`src/rtl/pipe_control_unit.sv`:
```
// Registered ID-stage decode/control unit: drives the ID/EX control word one
// cycle after sampling opcode/funct, and sequences multi-cycle mult/div,
// load-use bubbles, branch/jump flushes and a sticky HALT.
module pipe_control_unit #(
  parameter int MUL_LAT  = 4,
  parameter int DIV_LAT  = 8,
  parameter int CNT_W    = 4,
  parameter int FLUSH_EN = 1
) (
  input  logic       clk,
  input  logic       rst,
  input  logic [3:0] opcode,
  input  logic [3:0] funct_code,
  input  logic [1:0] cmp,
  input  logic       load_use,
  output logic [1:0] byte_access,
  output logic [2:0] alu_op,
  output logic [1:0] alu_src,
  output logic [1:0] write_back,
  output logic       mem_write,
  output logic       mem_read,
  output logic       write_enable_1,
  output logic       write_enable_2,
  output logic       write_data_2,
  output logic       if_flush,
  output logic       pc_src,
  output logic       stall,
  output logic       muldiv_done,
  output logic       halted
);

  typedef struct packed {
    logic [1:0] byte_access;
    logic [2:0] alu_op;
    logic [1:0] alu_src;
    logic [1:0] write_back;
    logic       mem_write;
    logic       mem_read;
    logic       we1;
    logic       we2;
    logic       wd2;
    logic       if_flush;
    logic       pc_src;
  } ctrl_t;

  typedef enum logic [1:0] {RUN, BUSY, HALT} state_t;

  localparam logic [CNT_W-1:0] MUL_CNT = CNT_W'(MUL_LAT - 1);
  localparam logic [CNT_W-1:0] DIV_CNT = CNT_W'(DIV_LAT - 1);
  localparam logic             FLUSH   = (FLUSH_EN != 0);

  state_t           state;
  logic [CNT_W-1:0] cnt;
  ctrl_t            ctrl_q;
  ctrl_t            dec;
  ctrl_t            md_fin;
  logic             is_md;
  logic             is_div;
  logic             is_halt;

  // Writeback word for a completed mult/div: result pair goes to both ports.
  always_comb begin
    md_fin            = '0;
    md_fin.write_back = 2'b01;
    md_fin.we1        = 1'b1;
    md_fin.we2        = 1'b1;
  end

  // Pure opcode/funct decode of the instruction sitting in IF/ID.
  always_comb begin
    dec     = '0;
    is_md   = 1'b0;
    is_div  = 1'b0;
    is_halt = 1'b0;
    unique case (opcode)
      4'b0000: begin
        unique case (funct_code)
          4'b0000: begin dec.alu_op = 3'b000; dec.write_back = 2'b01; dec.we1 = 1'b1; end
          4'b0001: begin dec.alu_op = 3'b001; dec.write_back = 2'b01; dec.we1 = 1'b1; end
          4'b1110: begin dec.alu_op = 3'b110; dec.write_back = 2'b01; dec.we1 = 1'b1; end
          4'b1111: begin
            dec.alu_op = 3'b111; dec.write_back = 2'b01;
            dec.we1 = 1'b1; dec.we2 = 1'b1; dec.wd2 = 1'b1;
          end
          4'b0100: begin dec.alu_op = 3'b010; is_md = 1'b1; end
          4'b1000: begin dec.alu_op = 3'b011; is_md = 1'b1; is_div = 1'b1; end
          default: ;
        endcase
      end
      4'b0001: begin dec.alu_op = 3'b100; dec.alu_src = 2'b01; dec.write_back = 2'b01; dec.we1 = 1'b1; end
      4'b0010: begin dec.alu_op = 3'b101; dec.alu_src = 2'b01; dec.write_back = 2'b01; dec.we1 = 1'b1; end
      4'b1000: begin
        dec.byte_access = 2'b01; dec.alu_src = 2'b10; dec.mem_read = 1'b1;
        dec.write_back = 2'b10; dec.we1 = 1'b1;
      end
      4'b1001: begin dec.byte_access = 2'b01; dec.alu_src = 2'b10; dec.mem_write = 1'b1; end
      4'b1010: begin dec.alu_src = 2'b10; dec.mem_read = 1'b1; dec.write_back = 2'b10; dec.we1 = 1'b1; end
      4'b1011: begin dec.alu_src = 2'b10; dec.mem_write = 1'b1; end
      4'b0100, 4'b0101, 4'b0110: begin
        dec.alu_op = 3'b001;
        // blt/bgt/beq are taken on cmp 01/10/11 respectively
        if (cmp != 2'b00 && cmp == opcode[1:0] + 2'b01) begin
          dec.pc_src   = 1'b1;
          dec.if_flush = FLUSH;
        end
      end
      4'b1100: begin dec.pc_src = 1'b1; dec.if_flush = FLUSH; end
      4'b1111: is_halt = 1'b1;
      default: ;
    endcase
  end

  // Sequencer FSM with registered control word, stall, done pulse and halt flag.
  always_ff @(posedge clk) begin
    if (rst) begin
      state       <= RUN;
      cnt         <= '0;
      ctrl_q      <= '0;
      stall       <= 1'b0;
      muldiv_done <= 1'b0;
      halted      <= 1'b0;
    end else begin
      unique case (state)
        RUN: begin
          if (load_use) begin
            ctrl_q      <= '0;
            stall       <= 1'b1;
            muldiv_done <= 1'b0;
          end else if (is_halt) begin
            ctrl_q      <= '0;
            stall       <= 1'b1;
            muldiv_done <= 1'b0;
            halted      <= 1'b1;
            state       <= HALT;
          end else if (is_md) begin
            if ((is_div ? DIV_LAT : MUL_LAT) > 1) begin
              ctrl_q      <= dec;
              cnt         <= is_div ? DIV_CNT : MUL_CNT;
              stall       <= 1'b1;
              muldiv_done <= 1'b0;
              state       <= BUSY;
            end else begin
              // single-cycle unit: issue and writeback share one word
              ctrl_q      <= dec | md_fin;
              stall       <= 1'b0;
              muldiv_done <= 1'b1;
            end
          end else begin
            ctrl_q      <= dec;
            stall       <= 1'b0;
            muldiv_done <= 1'b0;
          end
        end
        BUSY: begin
          if (cnt == CNT_W'(1)) begin
            ctrl_q      <= md_fin;
            stall       <= 1'b0;
            muldiv_done <= 1'b1;
            cnt         <= '0;
            state       <= RUN;
          end else begin
            ctrl_q      <= '0;
            stall       <= 1'b1;
            muldiv_done <= 1'b0;
            cnt         <= cnt - 1'b1;
          end
        end
        HALT: begin
          ctrl_q      <= '0;
          stall       <= 1'b1;
          muldiv_done <= 1'b0;
          halted      <= 1'b1;
        end
        default: begin
          ctrl_q      <= '0;
          stall       <= 1'b0;
          muldiv_done <= 1'b0;
          state       <= RUN;
        end
      endcase
    end
  end

  assign byte_access    = ctrl_q.byte_access;
  assign alu_op         = ctrl_q.alu_op;
  assign alu_src        = ctrl_q.alu_src;
  assign write_back     = ctrl_q.write_back;
  assign mem_write      = ctrl_q.mem_write;
  assign mem_read       = ctrl_q.mem_read;
  assign write_enable_1 = ctrl_q.we1;
  assign write_enable_2 = ctrl_q.we2;
  assign write_data_2   = ctrl_q.wd2;
  assign if_flush       = ctrl_q.if_flush;
  assign pc_src         = ctrl_q.pc_src;

endmodule

```
`config.mk`:
```
export PLATFORM = sky130hd
export DESIGN_NAME = pipe_control_unit
export DESIGN_NICKNAME = d
export VERILOG_FILES = /design/src/rtl/pipe_control_unit.sv
export SDC_FILE = /design/constraint.sdc
export NUM_CORES = 1
export LEC_CHECK = 0
export ABC_AREA = 1
export CORE_UTILIZATION = 46
export DETAILED_ROUTE_END_ITERATION = 10
export PLACE_DENSITY = 0.82
export REMOVE_ABC_BUFFERS = 1
export SYNTH_ARGS = -nofsm -noshare
export SYNTH_HDL_FRONTEND = slang
export SYNTH_SLANG_ARGS = --single-unit
```
`constraint.sdc`:
```
create_clock -name clk -period 1.26 [get_ports clk]
set_input_delay 0.126 -clock clk [delete_from_list [all_inputs] [get_ports clk]]
set_output_delay 0.126 -clock clk [all_outputs]
set_load 0.02 [all_outputs]
```
Word-level counts from Yosys, hierarchy flattened
Index checks and enable logic that the tools add are counted.
- $add $sub $neg: 2
- $mul: 0
- div/mod/pow operators: 0
- order comparisons: 1
- equality and inequality tests: 28
- shift operators: 0
- muxes and demuxes: 54
- bitwise gates (word level): 1
- reduce and logical (&&, ||, !) cells: 19
- operators by type and width (cell ; number):
    == test 4 bit, second input constant ; 9
    case mux 16 bit (2 select lines) ; 1
    2-to-1 mux 4 bit ; 6
    2-to-1 mux 8 bit ; 3
    2-to-1 mux 1 bit ; 22
    == test 4 x 3 -> 1 bit, second input constant ; 4
    2-to-1 mux 16 bit ; 1
    2-to-1 mux 2 bit ; 8
    2-to-1 mux 15 bit ; 1
    case mux 3 bit (5 select lines) ; 1
    == test 4 x 1 -> 1 bit, second input constant ; 3
    != test 2 bit, second input constant ; 6
    case mux 2 bit (3 select lines) ; 2
    case mux 3 bit (4 select lines) ; 1
    OR reduction 4 bit ; 3
    AND reduction 5 bit ; 2
    OR reduction 2 bit ; 5
    zero test 4 bit ; 2
    case mux 2 bit (2 select lines) ; 2
    case mux 4 bit (2 select lines) ; 1
    != test 3 bit, second input constant ; 2
    case mux 1 bit (2 select lines) ; 3
    nonzero test 2 bit ; 3
    == test 4 x 2 -> 1 bit, second input constant ; 1
    13 further kinds ; 13
- bits in registers: 25
- bits in latches: 0
- memory bits (writable): 0
- ROM bits: 0
- output and inout bits: 19
- logic and storage cells: 121
- memories kept: 0

Depth between registers and ports, before layout
- depth in word-level cells: 10
- depth in mapped cells: 8
- mapped depth without buffers: 8

Least setup slack after synthesis
OpenSTA, ideal clock, no wires.
- path kind: reg-to-reg
- start point: register cnt[1]
- end point: register cnt[2]
- setup time: 64 ps
- arrival: 1005 ps
- required time: 1196 ps
- setup slack: 192 ps
- cell stages (with the launch flop): 8
- buffers on the path: 0
- clock period less this slack: 1068 ps
- cells stage by stage: dfxtp_1 > inv_1 > ha_1 > nand3_1 > nand2_2 > o22ai_1 > nor2_1 > nor2_1
- longest elaborated chain between the ends: 3
- elaborated cells between the ends (all ways): 4
- RTL lines (what ; RTL line ; source):
    start: declaration ; 53 ; logic [CNT_W-1:0] cnt;
    start signal: assignment ; 138 ; cnt <= is_div ? DIV_CNT : MUL_CNT;
    start signal: assignment ; 165 ; cnt <= cnt - 1'b1;
    subtractor 4 x 1 -> 4 bit / == test 4 x 1 -> 1 bit (equally long branches) ; 165, 155 ;
    2-to-1 mux 4 bit * ; 155 ; if (cnt == CNT_W'(1)) begin
    case mux 4 bit (2 select lines) * ; 123 ; unique case (state)
Every way passes the cells marked *; elsewhere a longest branch is shown, timed or not.
A chain may end at the register's enable or synchronous reset.

Final worst setup path
- start point: input opcode[2]
- end point: register cnt[2]
- longest elaborated chain between the ends: 8
- elaborated cells between the ends (all ways): 17
- RTL lines (what ; RTL line ; source):
    start: declaration ; 12 ; input logic [3:0] opcode,
    branches (longest 8 deep; another with > comparator 4 x 1 -> 1 bit) ; n/a ;
Parallel ways; which one is timed is not known. The select of a mux whose other input is x is not followed.

==> impl_metrics.tcl <==
set metrics [dict create \
    ys_top_cells_by_count "dfxtp_1, inv_1, nand2_1" \
    drt-total-wl_mm 2.511 \
    final_nets 215 \
    root_buffer "clkbuf_4" \
    critical_path_class "input pin to register" \
    die_y_um 51.53 \
    numPortBuffers 30 \
    hold_slack_ns 0.3235 \
    cpMaxStageDelayCell "clkdlybuf4s50_1" \
    drc 0 \
    pre_cts_ws_ns -0.4455 \
    crit_fanout 6 \
    min_period_ns 1.196 \
    synth_top_cell_by_area "dfxtp_1" \
    critPathMaxStageDelay_ns 0.51 \
    powerDensity_mw_per_mm2 834.4 \
    yosysMostFrequentCell "dfxtp_1" \
    fillers 201 \
    ys_seq_area_share_pct 40.80 \
    drv_slew 0 \
    drtAntennaViolNets 0 \
    grt-ovfl-total 0 \
    synth_cell_type_count 30 \
    postSynthCellCount 149 \
    synth.top_cells.by_area "dfxtp_1, inv_1, nand2_1" \
    async_flop_share_pct 0 \
    clk_path_buf_depth 2 \
    antenna_found_initial 0 \
    dr.first_iter.drc_count 24 \
    setup_viol 0 \
    core_region_area_mm2 0.002255 \
    rows 17 \
    final_hold_viol_count 0 \
    yosys_warnings 0 \
    drive_above_1_share_pct 22.05 \
    hpwl_mm 2.012 \
    end_kind "register" \
    detail_route.first_pass.iterations 4 \
    wl_per_cell_um 11.26 \
    gp_congestion 0.8775 \
    antenna_cells 0 \
    ir_drop_v 0.0005836 \
    cp_top_family "simple AND/OR/NAND/NOR gates" \
    ys.flop_type "dfxtp_1" \
    leakagePower_nw 0.8250 \
    start_util_pct 50.06 \
    vias 1079 \
    cp.arrival_ns 1.41 \
    fmax_mhz 836.4 \
    min-delay-path-class "input pin to register" \
    startpoint_type "input pin" \
    grt_pass1_vias 988 \
    multi_input_area_um2 574.3 \
    die-area_mm2 0.002655 \
    synth-edff-count 0 \
    numCtsBuffers 3 \
    skew_ns 0.007716 \
    clk_latency_ns 0.31 \
    avgSynthCellArea_um2 7.574 \
    status "finished clean" \
    ys_ff_latch 23 \
    fin_ws_ns 0.06437 \
    grt_usage_pct 20.33 \
    max_cap_viol_count 0 \
    post-route-period-util_pct 94.89 \
    seq_area_um2 460.4 \
    cts_tree "done" \
    synthDominantCellAreaShare_pct 40.80 \
    r2r_setup_slack_ns 0.11 \
    die_x_um 51.53 \
    crit_required_ns 1.48 \
    ios 32 \
    cts.clk_slew.worst_paths_ns 0.13 \
    vias_per_cell 4.839 \
    worstPathCellList "clkdlybuf4s50_1, nor2_2, nand2_4, o21bai_1, nand2_2, nor2_1, nor2_1" \
    grt_pass1_wl_mm 3.988 \
    path_buf_inv 1 \
    crit_path_frequent_cell "nor2_1" \
    syn_to_final_growth_pct 40.58 \
    cts_htree_levels 1 \
    grt_max_degree 14 \
    cts.sinks 23 \
    syn_area_mm2 0.001129 \
]
[per-layer routing]
metal	GRT usage, %	part of all wire [%]	vias to the layer above
li1	-	-	562
met1	23.12	42	476
met2	34.63	51	31
met3	2.632	3.5	10
met4	14.86	3.7	0
met5	0	0	-
[tightest hold or removal path, cell delays in order]
cell            delay [ns]
dlymetal6s2s_1        0.13
ha_1                  0.19
nor2_1                0.07
nor2_1                0.09
[metrics by stage]
| stage | cell area [µm²] | setup TNS (ns) | utilization (%) | total power, mW | instances |
|---|---|---|---|---|---|
| floorplan | 1109 | 0 | - | 0.8741 | 146 |
| global placement | 1549 | -5.796 | 68.70 | 0.9933 | 218 |
| detailed placement | 1549 | -7.328 | 68.70 | 1.003 | 218 |
| CTS | 1563 | 0 | 69.31 | 1.326 | 223 |
| global route | 1587 | -0.02615 | 70.37 | 1.393 | 223 |
| finish | 1587 | 0 | 70.37 | 1.324 | 223 |
[cell families after synthesis]
family / Yosys count / synth area share (%)
AND/OR/NAND/NOR: 66 / 29.16
buffers and inverters: 29 / 10.42
flip-flops: 23 / 40.80
AO/OA/AOI/OAI: 21 / 10.31
adder cells (fa/ha/maj): 6 / 6.652
XOR/XNOR: 3 / 2.329
other: 1 / 0.3323
[sequential cells by signal, summed over array words and instances (netlist names), 2 cells and up]
name        cells
alu_src         2
alu_op          3
cnt             4
write_back      2
state           2
[worst paths after layout]
kind              from   endpoint  cells past startpoint
max          opcode[2]     cnt[2]                      7
min          opcode[1]  mem_write                      4
max reg2reg     cnt[0]     cnt[2]                      6
min reg2reg     halted     halted                      2
[cell type report]
class | count | share of cell area, %
Clock inverter | 1 | 0.3155
Clock buffer | 3 | 1.420
Timing Repair Buffer | 45 | 24.68
Sequential cell | 23 | 29.02
Tap cell | 28 | 2.208
Multi-Input combinational cell | 97 | 36.20
Inverter | 26 | 6.151
[cells in the final DEF, fill, tap and decap left out, types with 2 or more instances in the layout]
cell	n
buf_4	15
nor2_2	4
clkdlybuf4s50_1	10
inv_2	5
dlygate4sd2_1	19
a21oi_1	9
nand2_1	20
nand4_1	4
xnor2_1	2
dfxtp_1	23
ha_1	5
inv_1	21
nand2_2	4
nand3_1	7
nor2_1	17
clkbuf_4	3
o21ai_0	6
nand3_2	3
nand2_4	2
[report_power, final]
part | total (mW) | switching [mW] | internal (mW) | leakage (nW)
Clock | 0.338 | 0.219 | 0.119 | 0.0177
Combinational | 0.239 | 0.127 | 0.112 | 0.621
Sequential | 0.747 | 0.00573 | 0.741 | 0.186
[timing repair]
action	in CTS	in global routing
buffers inserted	1	0
hold buffers	0	0
resized for setup	20	7
setup endpoints to repair	29	11
pin swaps	1	1
Power figures use the tool's default switching activity.
